$ cat src/rtl/mtl_motion_pkg.sv
// Shared types and helpers for the MTL ball-motion generator: FSM states,
// host command codes, coordinate/velocity types and velocity arithmetic.
package mtl_motion_pkg;

    typedef enum logic [1:0] {
        IDLE   = 2'd0,
        STEP_X = 2'd1,
        STEP_Y = 2'd2
    } state_t;

    typedef enum logic [1:0] {
        SET_POS = 2'd0,
        SET_VEL = 2'd1,
        IMPULSE = 2'd2,
        STOP    = 2'd3
    } cmd_t;

    typedef logic [9:0]        coord_x_t;
    typedef logic [8:0]        coord_y_t;
    typedef logic signed [5:0] vel_t;

    // Wide enough for the sum of a saturated velocity and a raw 6-bit command value.
    function automatic vel_t sat_vel(input logic signed [6:0] raw, input int vmax);
        if (raw > vmax)
            return vel_t'(vmax);
        else if (raw < -vmax)
            return vel_t'(-vmax);
        else
            return vel_t'(raw);
    endfunction

    function automatic vel_t toward_zero(input vel_t v);
        if (v > 0)
            return v - vel_t'(1);
        else if (v < 0)
            return v + vel_t'(1);
        else
            return v;
    endfunction

endpackage

$ cat src/rtl/mtl_axis_reflect.sv
// One-axis position step with single reflection at the MIN/MAX walls.
// Shared between x and y; y callers zero-extend their position and limits.
module mtl_axis_reflect
    import mtl_motion_pkg::*;
(
    input  logic [9:0] iP,
    input  vel_t       iV,
    input  logic [9:0] iMin,
    input  logic [9:0] iMax,
    output logic [9:0] oP,
    output vel_t       oV,
    output logic       oHit
);

    logic signed [11:0] n;
    logic signed [11:0] lo;
    logic signed [11:0] hi;
    logic signed [11:0] r;

    always_comb begin
        n    = $signed({2'b00, iP}) + $signed({{6{iV[5]}}, iV});
        lo   = $signed({2'b00, iMin});
        hi   = $signed({2'b00, iMax});
        r    = n;
        oHit = 1'b0;
        if (n > hi) begin
            r    = (hi <<< 1) - n;
            oHit = 1'b1;
        end else if (n < lo) begin
            r    = (lo <<< 1) - n;
            oHit = 1'b1;
        end
        oP = r[9:0];
        oV = oHit ? -iV : iV;
    end

endmodule

$ cat src/rtl/mtl_ball_motion.sv
// Per-frame ball position generator for the MTL display controller: host commands
// update a working position/velocity; the displayed position latches only at frame start.
module mtl_ball_motion
    import mtl_motion_pkg::*;
#(
    parameter int X_MIN           = 66,
    parameter int X_MAX           = 825,
    parameter int Y_MIN           = 43,
    parameter int Y_MAX           = 482,
    parameter int X_INIT          = 446,
    parameter int Y_INIT          = 263,
    parameter int VMAX            = 15,
    parameter int FRICTION_FRAMES = 0
) (
    input  logic       iCLK,
    input  logic       iRST_n,
    input  logic       iEndFrame,
    input  logic       iNewFrame,
    input  logic       iCmdValid,
    output logic       oCmdReady,
    input  logic [1:0] iCmdType,
    input  logic [9:0] iCmdX,
    input  logic [8:0] iCmdY,
    output logic [9:0] oX,
    output logic [8:0] oY,
    output logic       oBounce,
    output state_t     oState
);

    localparam coord_x_t XMIN_C  = coord_x_t'(X_MIN);
    localparam coord_x_t XMAX_C  = coord_x_t'(X_MAX);
    localparam coord_y_t YMIN_C  = coord_y_t'(Y_MIN);
    localparam coord_y_t YMAX_C  = coord_y_t'(Y_MAX);
    localparam coord_x_t XINIT_C = coord_x_t'(X_INIT);
    localparam coord_y_t YINIT_C = coord_y_t'(Y_INIT);

    state_t      state, nextState;
    coord_x_t    posX;
    coord_y_t    posY;
    vel_t        velX, velY;
    logic        pending;
    logic        hitX;
    logic [15:0] frameCnt;

    logic [9:0]  refP, refMin, refMax, refPOut;
    vel_t        refV, refVOut;
    logic        refHit;

    logic [15:0] cntInc;
    logic        frictionNow;
    logic        cmdFire;
    vel_t        cmdVX, cmdVY;
    logic signed [6:0] sumX, sumY;

    // Handshake: a command transfers on a rising iCLK edge where iCmdValid && oCmdReady;
    // the host holds iCmdValid and the payload stable until then. Frame steps take priority.
    assign oCmdReady = iRST_n && (state == IDLE) && !iEndFrame;
    assign cmdFire   = iCmdValid && oCmdReady;
    assign oState    = state;

    always_comb begin
        nextState = state;
        unique case (state)
            IDLE:    if (iEndFrame) nextState = STEP_X;
            STEP_X:  nextState = STEP_Y;
            STEP_Y:  nextState = IDLE;
            default: nextState = IDLE;
        endcase
    end

    always_comb begin
        refP   = posX;
        refV   = velX;
        refMin = XMIN_C;
        refMax = XMAX_C;
        if (state == STEP_Y) begin
            refP   = {1'b0, posY};
            refV   = velY;
            refMin = {1'b0, YMIN_C};
            refMax = {1'b0, YMAX_C};
        end
    end

    mtl_axis_reflect uReflect (
        .iP   (refP),
        .iV   (refV),
        .iMin (refMin),
        .iMax (refMax),
        .oP   (refPOut),
        .oV   (refVOut),
        .oHit (refHit)
    );

    always_comb begin
        cntInc      = frameCnt + 16'd1;
        frictionNow = (FRICTION_FRAMES != 0) && (cntInc == 16'(FRICTION_FRAMES));
        cmdVX       = vel_t'(iCmdX[5:0]);
        cmdVY       = vel_t'(iCmdY[5:0]);
        sumX        = $signed({velX[5], velX}) + $signed({cmdVX[5], cmdVX});
        sumY        = $signed({velY[5], velY}) + $signed({cmdVY[5], cmdVY});
    end

    always_ff @(posedge iCLK or negedge iRST_n) begin
        if (!iRST_n) begin
            state    <= IDLE;
            posX     <= XINIT_C;
            posY     <= YINIT_C;
            velX     <= '0;
            velY     <= '0;
            pending  <= 1'b0;
            hitX     <= 1'b0;
            frameCnt <= '0;
            oX       <= XINIT_C;
            oY       <= YINIT_C;
            oBounce  <= 1'b0;
        end else begin
            state   <= nextState;
            oBounce <= 1'b0;
            unique case (state)
                IDLE: begin
                    if (iNewFrame && pending) begin
                        oX      <= posX;
                        oY      <= posY;
                        pending <= 1'b0;
                    end
                    // A command landing on the publish cycle stays pending for the next frame.
                    if (cmdFire) begin
                        pending <= 1'b1;
                        unique case (cmd_t'(iCmdType))
                            SET_POS: begin
                                posX <= (iCmdX < XMIN_C) ? XMIN_C : (iCmdX > XMAX_C) ? XMAX_C : iCmdX;
                                posY <= (iCmdY < YMIN_C) ? YMIN_C : (iCmdY > YMAX_C) ? YMAX_C : iCmdY;
                            end
                            SET_VEL: begin
                                velX <= sat_vel({cmdVX[5], cmdVX}, VMAX);
                                velY <= sat_vel({cmdVY[5], cmdVY}, VMAX);
                            end
                            IMPULSE: begin
                                velX <= sat_vel(sumX, VMAX);
                                velY <= sat_vel(sumY, VMAX);
                            end
                            STOP: begin
                                velX <= '0;
                                velY <= '0;
                            end
                            default: ;
                        endcase
                    end
                end
                STEP_X: begin
                    posX <= refPOut;
                    velX <= refVOut;
                    hitX <= refHit;
                end
                STEP_Y: begin
                    posY     <= refPOut[8:0];
                    velY     <= frictionNow ? toward_zero(refVOut) : refVOut;
                    velX     <= frictionNow ? toward_zero(velX) : velX;
                    frameCnt <= frictionNow ? 16'd0 : cntInc;
                    pending  <= 1'b1;
                    oBounce  <= hitX | refHit;
                end
                default: ;
            endcase
        end
    end

endmodule

$ cat config.mk
export PLATFORM = sky130hd
export DESIGN_NAME = mtl_ball_motion
export DESIGN_NICKNAME = d
export VERILOG_FILES = /design/src/rtl/mtl_motion_pkg.sv /design/src/rtl/mtl_axis_reflect.sv /design/src/rtl/mtl_ball_motion.sv
export SDC_FILE = /design/constraint.sdc
export NUM_CORES = 1
export LEC_CHECK = 0
export CELL_PAD_IN_SITES_DETAIL_PLACEMENT = 0
export CELL_PAD_IN_SITES_GLOBAL_PLACEMENT = 1
export CORE_MARGIN = 1
export CORE_UTILIZATION = 51
export DETAILED_ROUTE_END_ITERATION = 10
export DONT_BUFFER_PORTS = 1
export GPL_TIMING_DRIVEN = 0
export PLACE_DENSITY_LB_ADDON = 0.1
export SYNTH_ARGS = -nofsm -noshare
export SYNTH_HDL_FRONTEND = slang
export SYNTH_HIERARCHICAL = 1
export SYNTH_SLANG_ARGS = --single-unit
$ cat constraint.sdc
create_clock -name iCLK -period 11.7 [get_ports iCLK]
set_input_delay 2.34 -clock iCLK [delete_from_list [all_inputs] [get_ports iCLK]]
set_output_delay 2.34 -clock iCLK [all_outputs]
set_load 0.02 [all_outputs]
==> summary.md <==
| Metric | Value |
|---|---|
| Status | finished, final reports clean |
| Post-Route WL | 16.2 mm |
| Worst hold start | hitX$_DFFE_PN0P_ |
| Htree depth | 2 |
| Starting density of the core | 52.9% |
| Drt drc | 0 |
| Unrepaired setup endpoints after global routing | no |
| RR Startpoint | oState[0]$_DFFE_PN0P_ |
| Die height | 109 um |
| Reg-to-Reg End | velY[1]$_DFFE_PN0P_ |
| Total GRT Usage | 28.2% |
| Tightest Pin Transition | 1.15 ns |
| Final design utilization | 56.4% |
| Hold EP | hitX$_DFFE_PN0P_ |
| Clk slew on worst S/H paths | 0.08 ns |
| Worst Clk Skew | 0.00571 ns |
| Die W | 109 um |
| Final ANT Viol Nets | 0 |
| Min setup slack post-route | 5.00 ns |
| Via density | 6.16 |
| CP startpoint kind | flop |
| Hold path cells | 2 |
| # IOs | 49 |
| Drt pass-1 iters | 5 |
| Async SR Flop Fraction | 100% |
| Fin. Hold Viols | 0 |
| WP data arrival | 6.88 ns |
| Row count | 38 |
| Post-synth EDFFs | 0 |
| Post-synth cell types | 85 |
| Inserted Diodes | 0 |
| First-pass GRT wire length | 25.7 mm |
| Fin crit period | 6.70 ns |
| Count of hold-fix buffers inserted at cts | 0 |
| Hpwl dp | 13.0 mm |
| Gpl congestion | 0.940 |
| Synth-to-Final Area Change | 6.61% |
| Share of layout cells above drive strength 1 | 11.8% |
| Clock Sinks | 55 |
| Rel. slew slack | 23.3% |
| Post-CTS resize count | 0 |
| DRT iter0 DRCs | 288 |
| Area after DPL | 6040 um^2 |
| WL per Instance | 18.7 um |
| Fmax | 149 MHz |
| Max Root-Sink Buffers | 2 |
| Ys Warns | 6 |
| Synth Area per Inst | 8.24 um^2 |
| Sequential area share after synthesis | 24.2% |
| DP Worst Slack | 5.10 ns |
| Vias in the first global route | 5,217 |
| Most frequent cells in the layout | nand2_1, ha_1, nor2_1 |
| Final Cycle Share | 57.2% |
| Clk Latency, worst-skew pair | 0.30 ns |
| CORE AREA | 11,000 um^2 |
| Worst Path Max Fanout | 21 |
| Root Buffer | clkbuf_16 |
| Flops & latches, synth | 55 |
| Crit path kind | flop to flop |
| Pin count of the biggest net entering global routing | 57 |
| Die area | 11,800 um^2 |
| Global route overflow | 0 |
| Synth Instances | 705 |
| Post-Syn Area | 5810 um^2 |
| Vias | 5,344 |
| Max Transition Viols Final | 0 |
| Antenna violations before repair | 0 |
| Commonest non-fill, non-tap cell in the layout | nand2_1 |
| Worst setup EP type | flop |
| Setup_tns | 0 ns |
| Postcts setup bufs | 0 |
| MaxCap Viol Count | 0 |
| Finished Cell Area | 6190 um^2 |
| Layout filler cell count | 1,057 |
| Area of the multi-input gates | 4170 um^2 |
| Reg2Reg Depth | 26 |
| PortBufs | 0 |
| Prevailing post-synth register cell | dfrtp_1 |
| CTS tree | built |
| # setup viols final | 0 |
| Worst reg2reg setup slack | 5.00 ns |
| Register area | 1400 um^2 |
| Hold/Removal Path Class | flop to flop |
| Nets | 819 |
| Worst endpoint required time | 11.88 ns |
| Number of buffers created by CTS | 5 |
-- worst max-delay path: stages (launching register included) --
cell and delay [ns]:
dfrtp_1 0.49, buf_2 0.25, nand2b_1 0.16, clkbuf_1 0.21, inv_1 0.18, buf_2 0.26
buf_1 0.88, nand2_1 0.11, nand2_1 0.19, ha_1 0.32, a21oi_1 0.21, a211oi_1 0.12
nor3_1 0.26, xor2_1 0.35, inv_1 0.14, ha_1 0.31, nand4_1 0.13, o32ai_1 0.31
a211oi_1 0.12, o41ai_1 0.30, o21a_2 0.20, buf_6 0.15, nand2_2 0.10, mux2_4 0.35
a22o_1 0.22, mux2i_1 0.14, o41ai_1 0.09
-- stage by stage --
step / hold WS, ns / cells
final: 0.494 / 868
after global routing: 0.517 / 868
after CTS: 0.493 / 868
after detailed placement: 0.472 / 860
after global placement: 0.459 / 860
after floorplan: 0.447 / 720
-- worst max path at each step --
| stage | from | to | cells after the start |
|---|---|---|---|
| floorplan | oState[0]$_DFFE_PN0P_ | velY[3]$_DFFE_PN0P_ | 25 |
| global placement | oState[0]$_DFFE_PN0P_ | posY[1]$_DFFE_PN1P_ | 22 |
| detailed placement | oState[0]$_DFFE_PN0P_ | posY[1]$_DFFE_PN1P_ | 25 |
| CTS | oState[0]$_DFFE_PN0P_ | velY[1]$_DFFE_PN0P_ | 26 |
| finish | oState[0]$_DFFE_PN0P_ | velY[1]$_DFFE_PN0P_ | 26 |
| global route | oState[0]$_DFFE_PN0P_ | velY[2]$_DFFE_PN0P_ | 26 |
-- flip-flops by register name, indices dropped and copies added, names as in the netlist --
| name | flops |
|---|---|
| posX | 10 |
| hitX | 1 |
| velX | 6 |
| oX | 10 |
| velY | 6 |
| oY | 9 |
| pending | 1 |
| oState | 2 |
| posY | 9 |
| oBounce | 1 |
-- area by class of cell --
class / instances / area share [%]
plain buffers: 23 / 1.96
clock buffers: 5 / 2.02
clock inverters: 3 / 0.444
inverters: 47 / 2.85
multi-input cells: 595 / 67.2
flip-flops and latches: 55 / 22.7
well taps: 140 / 2.83
-- synth_stat cells (4+ instances only) --
library cell / count / share of area, %
nand2_1: 88 / 5.7
ha_1: 61 / 13
nor2_1: 53 / 3.4
a21oi_1: 50 / 4.3
inv_1: 47 / 3.0
o21ai_0: 35 / 3.0
dfrtp_1: 33 / 14
nor3_1: 23 / 2.0
dfstp_2: 22 / 9.9
mux2_2: 19 / 3.7
mux2i_1: 18 / 3.1
xnor2_1: 15 / 2.3
nor2b_1: 14 / 1.5
clkbuf_1: 13 / 0.84
nand2b_1: 12 / 1.3
xor2_1: 12 / 1.8
a211oi_1: 11 / 1.4
nand3_1: 11 / 0.95
a31oi_1: 10 / 1.1
a21o_1: 9 / 1.2
o21a_1: 8 / 1.0
o22ai_1: 8 / 0.86
o221ai_1: 7 / 1.1
nand4_1: 6 / 0.65
a22oi_1: 5 / 0.65
fa_1: 5 / 1.7
o21ai_1: 5 / 0.43
and3_1: 4 / 0.43
buf_2: 4 / 0.34
nor3b_1: 4 / 0.52
o211ai_1: 4 / 0.52
-- per-layer routing --
metal  wire [um]  vias to the layer above  GRT usage (%)
li1            -                     2586              -
met4         428                        0           8.98
met2        7840                      157           48.6
met3         865                       35           5.08
met1        7100                     2566           35.4
met5           0                        -              0
-- cells by family (layout without fill, tap and decap cells) --
family / count (synthesis) / after routing / share of synthesized area, %
other: 2 / 17 / 0.129
multiplexers: 39 / 39 / 7.24
AND/OR/NAND/NOR: 249 / 249 / 21.7
buffers and inverters: 70 / 78 / 5.12
adder cells (fa/ha/maj): 66 / 66 / 14.9
flip-flops: 55 / 55 / 24.2
AO/OA/AOI/OAI: 196 / 196 / 22.5
XOR/XNOR: 28 / 28 / 4.35
Power is not shown: default switching activity piles up to over one toggle a cycle in this logic, so the estimate is an artifact.
